--- src/rtl/ysyx_040066_divider_pkg.sv ---
// Shared definitions for the iterative restoring divider: FSM encodings and
// iteration counts for full-width and word operations.
package ysyx_040066_divider_pkg;

  typedef enum logic [1:0] {
    IDLE = 2'd0,
    CALC = 2'd1,
    FIX  = 2'd2,
    DONE = 2'd3
  } div_state_e;

  localparam int DIV_ITER_D = 64;
  localparam int DIV_ITER_W = 32;
  localparam int DIV_CNT_W  = 7;

endpackage

--- src/rtl/ysyx_040066_divider_step.sv ---
// One restoring-division step: shift the next dividend bit into the partial
// remainder and subtract the divisor magnitude when it fits.
module ysyx_040066_div_step #(
  parameter int XLEN = 64
) (
  input  logic [XLEN-1:0] rem_in,
  input  logic            dvd_bit,
  input  logic [XLEN-1:0] dsr_mag,
  output logic [XLEN-1:0] rem_out,
  output logic            q_bit
);

  logic [XLEN:0]   w_partial;
  logic [XLEN-1:0] w_diff_lo;
  logic            w_ge;

  assign w_partial = {rem_in, dvd_bit};
  assign w_ge      = (w_partial >= {1'b0, dsr_mag});
  // The true difference is below the divisor whenever it is kept, so the
  // modular low half is exact.
  assign w_diff_lo = w_partial[XLEN-1:0] - dsr_mag;

  assign q_bit   = w_ge;
  assign rem_out = w_ge ? w_diff_lo : w_partial[XLEN-1:0];

endmodule

--- src/rtl/ysyx_040066_divider.sv ---
// RV64M divider (DIV/DIVU/REM/REMU and W forms): one quotient bit per cycle,
// quotient and remainder returned together through a valid/ready handshake.
module ysyx_040066_divider
  import ysyx_040066_divider_pkg::*;
#(
  parameter int XLEN = 64
) (
  input  logic            clk,
  input  logic            rst_n,
  input  logic            in_valid,
  output logic            in_ready,
  input  logic [XLEN-1:0] dividend,
  input  logic [XLEN-1:0] divisor,
  input  logic            div_signed,
  input  logic            div_word,
  input  logic            flush,
  output logic            out_valid,
  input  logic            out_ready,
  output logic [XLEN-1:0] quotient,
  output logic [XLEN-1:0] remainder,
  output logic [1:0]      dbg_state
);

  localparam int HALF = XLEN / 2;

  // Handshake: a request is taken on an edge where in_valid & in_ready & !flush;
  // a result leaves on an edge where out_valid & out_ready. in_ready is high only
  // in IDLE, out_valid only in DONE, and flush overrides both transfers.

  div_state_e             r_state, w_next;
  logic [DIV_CNT_W-1:0]   r_cnt;
  logic [XLEN-1:0]        r_rem, r_dvd, r_dsr, r_quot, r_remd;
  logic                   r_sign_q, r_sign_r, r_word;

  logic [XLEN-1:0]        w_a_ext, w_b_ext, w_a_abs, w_b_abs, w_zero_rem;
  logic [XLEN-1:0]        w_step_rem, w_q_neg, w_r_neg, w_q_fin, w_r_fin;
  logic                   w_sa, w_sb, w_b_zero, w_accept, w_step_q;

  always_comb begin
    w_a_ext = dividend;
    w_b_ext = divisor;
    if (div_word) begin
      w_a_ext = {{HALF{div_signed & dividend[HALF-1]}}, dividend[HALF-1:0]};
      w_b_ext = {{HALF{div_signed & divisor[HALF-1]}}, divisor[HALF-1:0]};
    end
  end

  assign w_sa       = div_signed & w_a_ext[XLEN-1];
  assign w_sb       = div_signed & w_b_ext[XLEN-1];
  assign w_a_abs    = w_sa ? -w_a_ext : w_a_ext;
  assign w_b_abs    = w_sb ? -w_b_ext : w_b_ext;
  assign w_b_zero   = (w_b_ext == '0);
  // Division by zero returns the dividend; word forms always sign-extend it.
  assign w_zero_rem = div_word ? {{HALF{dividend[HALF-1]}}, dividend[HALF-1:0]} : dividend;
  assign w_accept   = (r_state == IDLE) & in_valid & ~flush;

  ysyx_040066_div_step #(.XLEN(XLEN)) u_step (
    .rem_in  (r_rem),
    .dvd_bit (r_dvd[XLEN-1]),
    .dsr_mag (r_dsr),
    .rem_out (w_step_rem),
    .q_bit   (w_step_q)
  );

  assign w_q_neg = r_sign_q ? -r_dvd : r_dvd;
  assign w_r_neg = r_sign_r ? -r_rem : r_rem;
  assign w_q_fin = r_word ? {{HALF{w_q_neg[HALF-1]}}, w_q_neg[HALF-1:0]} : w_q_neg;
  assign w_r_fin = r_word ? {{HALF{w_r_neg[HALF-1]}}, w_r_neg[HALF-1:0]} : w_r_neg;

  always_ff @(posedge clk or negedge rst_n) begin
    if (!rst_n) r_state <= IDLE;
    else        r_state <= w_next;
  end

  always_comb begin
    w_next = r_state;
    if (flush) begin
      w_next = IDLE;
    end else begin
      case (r_state)
        IDLE: if (in_valid) w_next = w_b_zero ? DONE : CALC;
        CALC: if (r_cnt == DIV_CNT_W'(1)) w_next = FIX;
        FIX:  w_next = DONE;
        DONE: if (out_ready) w_next = IDLE;
        default: w_next = IDLE;
      endcase
    end
  end

  always_ff @(posedge clk or negedge rst_n) begin
    if (!rst_n) begin
      r_cnt    <= '0;
      r_rem    <= '0;
      r_dvd    <= '0;
      r_dsr    <= '0;
      r_quot   <= '0;
      r_remd   <= '0;
      r_sign_q <= 1'b0;
      r_sign_r <= 1'b0;
      r_word   <= 1'b0;
    end else if (w_accept) begin
      r_cnt    <= div_word ? DIV_CNT_W'(DIV_ITER_W) : DIV_CNT_W'(DIV_ITER_D);
      r_rem    <= '0;
      // Word magnitudes are pre-aligned to the top so the shifter always
      // consumes from bit XLEN-1 and quotient bits fill from the bottom.
      r_dvd    <= div_word ? {w_a_abs[HALF-1:0], {HALF{1'b0}}} : w_a_abs;
      r_dsr    <= w_b_abs;
      r_sign_q <= w_sa ^ w_sb;
      r_sign_r <= w_sa;
      r_word   <= div_word;
      if (w_b_zero) begin
        r_quot <= '1;
        r_remd <= w_zero_rem;
      end
    end else if (r_state == CALC) begin
      r_rem <= w_step_rem;
      r_dvd <= {r_dvd[XLEN-2:0], w_step_q};
      r_cnt <= r_cnt - DIV_CNT_W'(1);
    end else if (r_state == FIX && !flush) begin
      r_quot <= w_q_fin;
      r_remd <= w_r_fin;
    end
  end

  assign in_ready  = (r_state == IDLE);
  assign out_valid = (r_state == DONE);
  assign quotient  = r_quot;
  assign remainder = r_remd;
  assign dbg_state = r_state;

endmodule

--- config.mk ---
export PLATFORM = sky130hd
export DESIGN_NAME = ysyx_040066_divider
export DESIGN_NICKNAME = d
export VERILOG_FILES = /design/src/rtl/ysyx_040066_divider_pkg.sv /design/src/rtl/ysyx_040066_divider_step.sv /design/src/rtl/ysyx_040066_divider.sv
export SDC_FILE = /design/constraint.sdc
export NUM_CORES = 1
export LEC_CHECK = 0
export CORE_ASPECT_RATIO = 1.2
export CORE_UTILIZATION = 44
export CTS_CLUSTER_SIZE = 25
export DETAILED_ROUTE_END_ITERATION = 8
export PLACE_DENSITY_LB_ADDON = 0.25
export SLEW_MARGIN = 10
export SYNTH_ARGS = -nofsm -noshare
export SYNTH_HDL_FRONTEND = slang
export SYNTH_SLANG_ARGS = --single-unit
--- constraint.sdc ---
create_clock -name clk -period 5.07 [get_ports clk]
set_clock_uncertainty 0.05 [all_clocks]
set_input_delay 1.014 -clock clk [delete_from_list [all_inputs] [get_ports clk]]
set_output_delay 1.014 -clock clk [all_outputs]
set_load 0.02 [all_outputs]
==> metrics.md, run 1 <==
| Metric | Value |
|---|---|
| Status | completed |
| Startpoint Class | register |
| Cell Int Power | 11450 µW |
| Worst Setup Path Type | register to register |
| Area delta synth->final | 19.38% |
| Top FF cell, synth | dfrtp_1 |
| Max-Cap Viols | 0 |
| Final WL | 88130 µm |
| Clock-pin slew on the worst setup and hold paths | 60 ps |
| H-tree levels | 2 |
| CP Depth | 12 |
| Post-CTS setup repair buffer count | 0 |
| Pwr Total | 22400 µW |
| Unique cell type count in the Yosys netlist | 81 |
| Hold violation total from the final report | 0 |
| Slowest stage delay, CP | 520 ps |
| Synth Area in Compound Gates | 26.24% |
| Post-layout nets | 3487 |
| Setup tns final | 0 ps |
| Initial DRC Count | 1751 |
| Vias in the first global route | 23160 |
| Delay-heaviest family, CP | compound AO/OA/AOI/OAI gates |
| Starting Density | 44.46% |
| Clock tree root buffer cell | clkbuf_16 |
| Max FO, Critical Path | 7 |
| Largest net degree at the start of global routing | 139 |
| Synth area leaders | dfrtp_1 33%, o21ai_0 6.7%, xor2_1 5.9% |
| Worst-Margin Slew | 1234 ps |
| Comb power frac | 62.8% |
| Drt first pass iters | 5 |
| Tcrit/Tclk final | 85.40% |
| Share of power burned in registers | 24.7% |
| DIE AREA | 57530 µm² |
| TritonCTS Buffers | 40 |
| CTS tree | yes |
| DR WL/cell | 21.86 µm |
| Yosys Warn Count | 0 |
| Worst Setup End Kind | register |
| Post_cts resized | 0 |
| Min Clock Period, post-route | 4330 ps |
| Synth area leader | dfrtp_1 |
| Layout cells sized above 1 | 5.631% |
| Drt via density | 5.981 |
| Hpwl dp | 68320 µm |
| Sw Ratio | 48.91% |
| Crit path DAT | 4720 ps |
| Clk pwr share | 12.6% |
| Core area | 55980 µm² |
| Main combinational cell family by area after synthesis | compound AO/OA/AOI/OAI gates |
| Required time worst endpoint | 5460 ps |
| RSZ-0062 raised after global routing | false |
| Max Slew Vio Count | 0 |
| Post-synth EDFFs | 0 |
| Total gr overflow | 0 |
| Endpoints failing setup | 0 |
| Drt drc | 0 |
| Initial antenna violation count | 2 |
| Sequential cell area fraction in the yosys report | 33.38% |
| Via count | 24110 |
| Hold Path Class | input pin to async pin |
| First-pass GRT wire length | 135100 µm |
| Critical path, cell by cell | ha_1 -> nand3_1 -> o32ai_1 -> a22oi_1 -> nand3_1 -> o21ai_0 -> o31ai_1 -> a31oi_1 -> and4b_1 -> a2111oi_0 -> buf_4 -> o21ai_0 |
| Hold buffers post-CTS | 0 |
| Synth Area per Inst | 8.034 µm² |
| Post-Synthesis Cells | 3098 |
| Post-Synth Adder-Cell Area | 3.800% |
| P_sw | 10960 µW |
| PD cells | 754.0 nW/µm² |
| Post-Syn Nets | 3308 |
| Crit path buf inv count | 1 |
| VDD IR max | 457.0 µV |
| Row cnt | 95 |
| FFs w/ async S/R, synth | 100.0% |
| Reg2Reg Depth | 12 |
| Commonest cells after routing, fill and taps aside | 332 x o21ai_0, 332 x dfrtp_1, 291 x a21oi_1 |
| Top cell type's share of synthesized area | 33.38% |
| DP Area | 28410 µm² |
| Worst-Skew Late Latency | 580 ps |
| I/O pin cnt | 267 |
| Simple-gate portion of the synthesized area | 17.07% |
| Post-Syn Area | 24890 µm² |
| Total Routing Usage GR | 30.16% |
| Die Width | 219.1 µm |
| CP max-delay cell | o31ai_1 |
| Die H | 262.5 µm |
| Final Cell Area | 29710 µm² |
| Routability cong. | 0.9726 |
| #FFs+latches synth | 332 |
| Slew headroom | 17.56% |
| LEAKAGE | 0.01206 µW |
| Maximum clock insertion buffer count | 3 |
| Fmax | 230.9 MHz |
| Synth Area in XOR/XNOR | 10.66% |
| Mux cell area share after synthesis | 3.745% |
| CTS Sinks | 332 |
| Port bufs | 266 |
| Final ANT Viol Nets | 0 |
synthesized netlist by cell type, types with 6 or more instances:
library cell,count
and3_1,9
o21a_1,39
buf_1,26
ha_1,74
o41ai_1,22
o21ai_0,332
o21ai_1,6
o31ai_1,67
o211ai_1,24
a21oi_1,291
a21o_1,41
and2_1,7
xnor2_1,134
nand2_1,284
mux2i_1,92
a2111oi_0,9
or3_1,49
xor2_1,169
o21bai_1,10
a41oi_1,8
inv_1,127
a221oi_1,34
nor2_1,248
nand3_1,41
or2_2,15
nand4_1,30
a211oi_1,63
a21boi_0,12
o22ai_1,32
nor4_1,31
a31oi_1,30
clkbuf_1,182
nand3b_1,6
nand2b_1,17
nor2b_1,23
nor3_1,86
dfrtp_1,332
or4_1,25
worst register-to-register path: stages (launching register included):
cell and delay (ps):
dfrtp_1 490, ha_1 440, nand3_1 340, o32ai_1 500, a22oi_1 120, nand3_1 280, o21ai_0 250, o31ai_1 520
a31oi_1 230, and4b_1 230, a2111oi_0 440, buf_4 200, o21ai_0 90
logic make-up after synthesis:
| group | Yosys count |
|---|---|
| AOI/OAI and AO/OA | 1063 |
| and+or+nand+nor | 894 |
| buffers and inverters | 338 |
| DFF | 332 |
| xor gates and xnor gates | 303 |
| muxes | 93 |
| adders and majority gates | 75 |
layout make-up:
| cell class | instances | area [µm²] |
|---|---|---|
| Multi-Input combinational cell | 2428 | 15380 |
| Clock inverter | 13 | 115.1 |
| Tap cell | 727 | 909.6 |
| Timing Repair Buffer | 347 | 3381 |
| Antenna cell | 1 | 2.502 |
| Clock buffer | 55 | 1139 |
| Fill cell | 5372 | 26270 |
| Inverter | 128 | 480.5 |
| Sequential cell | 332 | 8308 |
flip-flops by register name (all words and copies together) (netlist names):
| name | flops |
|---|---|
| quotient | 64 |
| r_dsr | 64 |
| r_dvd | 64 |
| r_rem | 64 |
| remainder | 64 |
| r_cnt | 7 |
| dbg_state | 2 |
| r_sign_q | 1 |
| r_sign_r | 1 |
| r_word | 1 |
power by group through the flow:
stage | combinational [µW] | clock, µW | sequential [µW]
after global routing | 15400 | 2980 | 5710
after floorplan | 9170 | 0 | 5600
after detailed placement | 13900 | 0 | 5540
final | 14100 | 2820 | 5520
after global placement | 13700 | 0 | 5460
after CTS | 14000 | 2880 | 5490
routing by layer:
metal	vias up	track usage, %	wire [µm]
li1	11550	-	-
met1	11570	38.04	36800
met2	794	50.93	42560
met3	196	2.755	3904
met4	2	15.62	4849
met5	-	0	13
metrics by stage:
stage / std cells / utilization, % / hold WS [ps] / setup WS, ps
2_1_floorplan: 3098 / - / 399.8 / 1147
3_3_place_gp: 3960 / 50.75 / 412.5 / 369.3
3_5_place_dp: 3960 / 50.75 / 419.7 / 341.6
4_1_cts: 4028 / 52.98 / 431.4 / 766.6
5_1_grt: 4031 / 53.07 / 455.2 / 499.7
6_report: 4031 / 53.07 / 407.8 / 740.0
path summary, 6_finish.rpt:
| check | end | from | slack, ps |
|---|---|---|---|
| setup / recovery | r_rem[52]$_DFFE_PN0P_ | r_rem[13]$_DFFE_PN0P_ | 740 |
| hold / removal | quotient[5]$_DFFE_PN0P_ | rst_n | 410 |
| setup reg to reg | r_rem[52]$_DFFE_PN0P_ | r_rem[13]$_DFFE_PN0P_ | 740 |
| hold reg to reg | r_dsr[40]$_DFFE_PN0P_ | r_dsr[40]$_DFFE_PN0P_ | 430 |
| max in group asynchronous | r_dvd[38]$_DFFE_PN0P_ | rst_n | 3500 |
| min in group clk | r_dsr[40]$_DFFE_PN0P_ | r_dsr[40]$_DFFE_PN0P_ | 430 |
Note: power is estimated with default switching activity, not from simulation.
==> inputs of run 2 (changes only) <==
--- a/config.mk
+++ b/config.mk
@@ -10,6 +10,7 @@
 export CTS_CLUSTER_SIZE = 25
 export DETAILED_ROUTE_END_ITERATION = 8
 export PLACE_DENSITY_LB_ADDON = 0.25
+export SETUP_SLACK_MARGIN = 0.02
 export SLEW_MARGIN = 10
 export SYNTH_ARGS = -nofsm -noshare
 export SYNTH_HDL_FRONTEND = slang
==> results of run 2 <==
Final layout, timing and power as in run 1 (identical DEF).
==> inputs of run 3 (changes only) <==
==> constraint.sdc (replaced) <==
create_clock -name clk -period 5.07 [get_ports clk]
set_clock_uncertainty 0.05 [all_clocks]
set_input_delay 1.014 -clock clk [delete_from_list [all_inputs] [get_ports clk]]
set_output_delay 1.014 -clock clk [all_outputs]
set_load 0.01 [all_outputs]
==> results of run 3 <==
The final DEF is identical to that of run 1. Status: completed.
Main changes from that run: total power 22400 µW -> 22000 µW
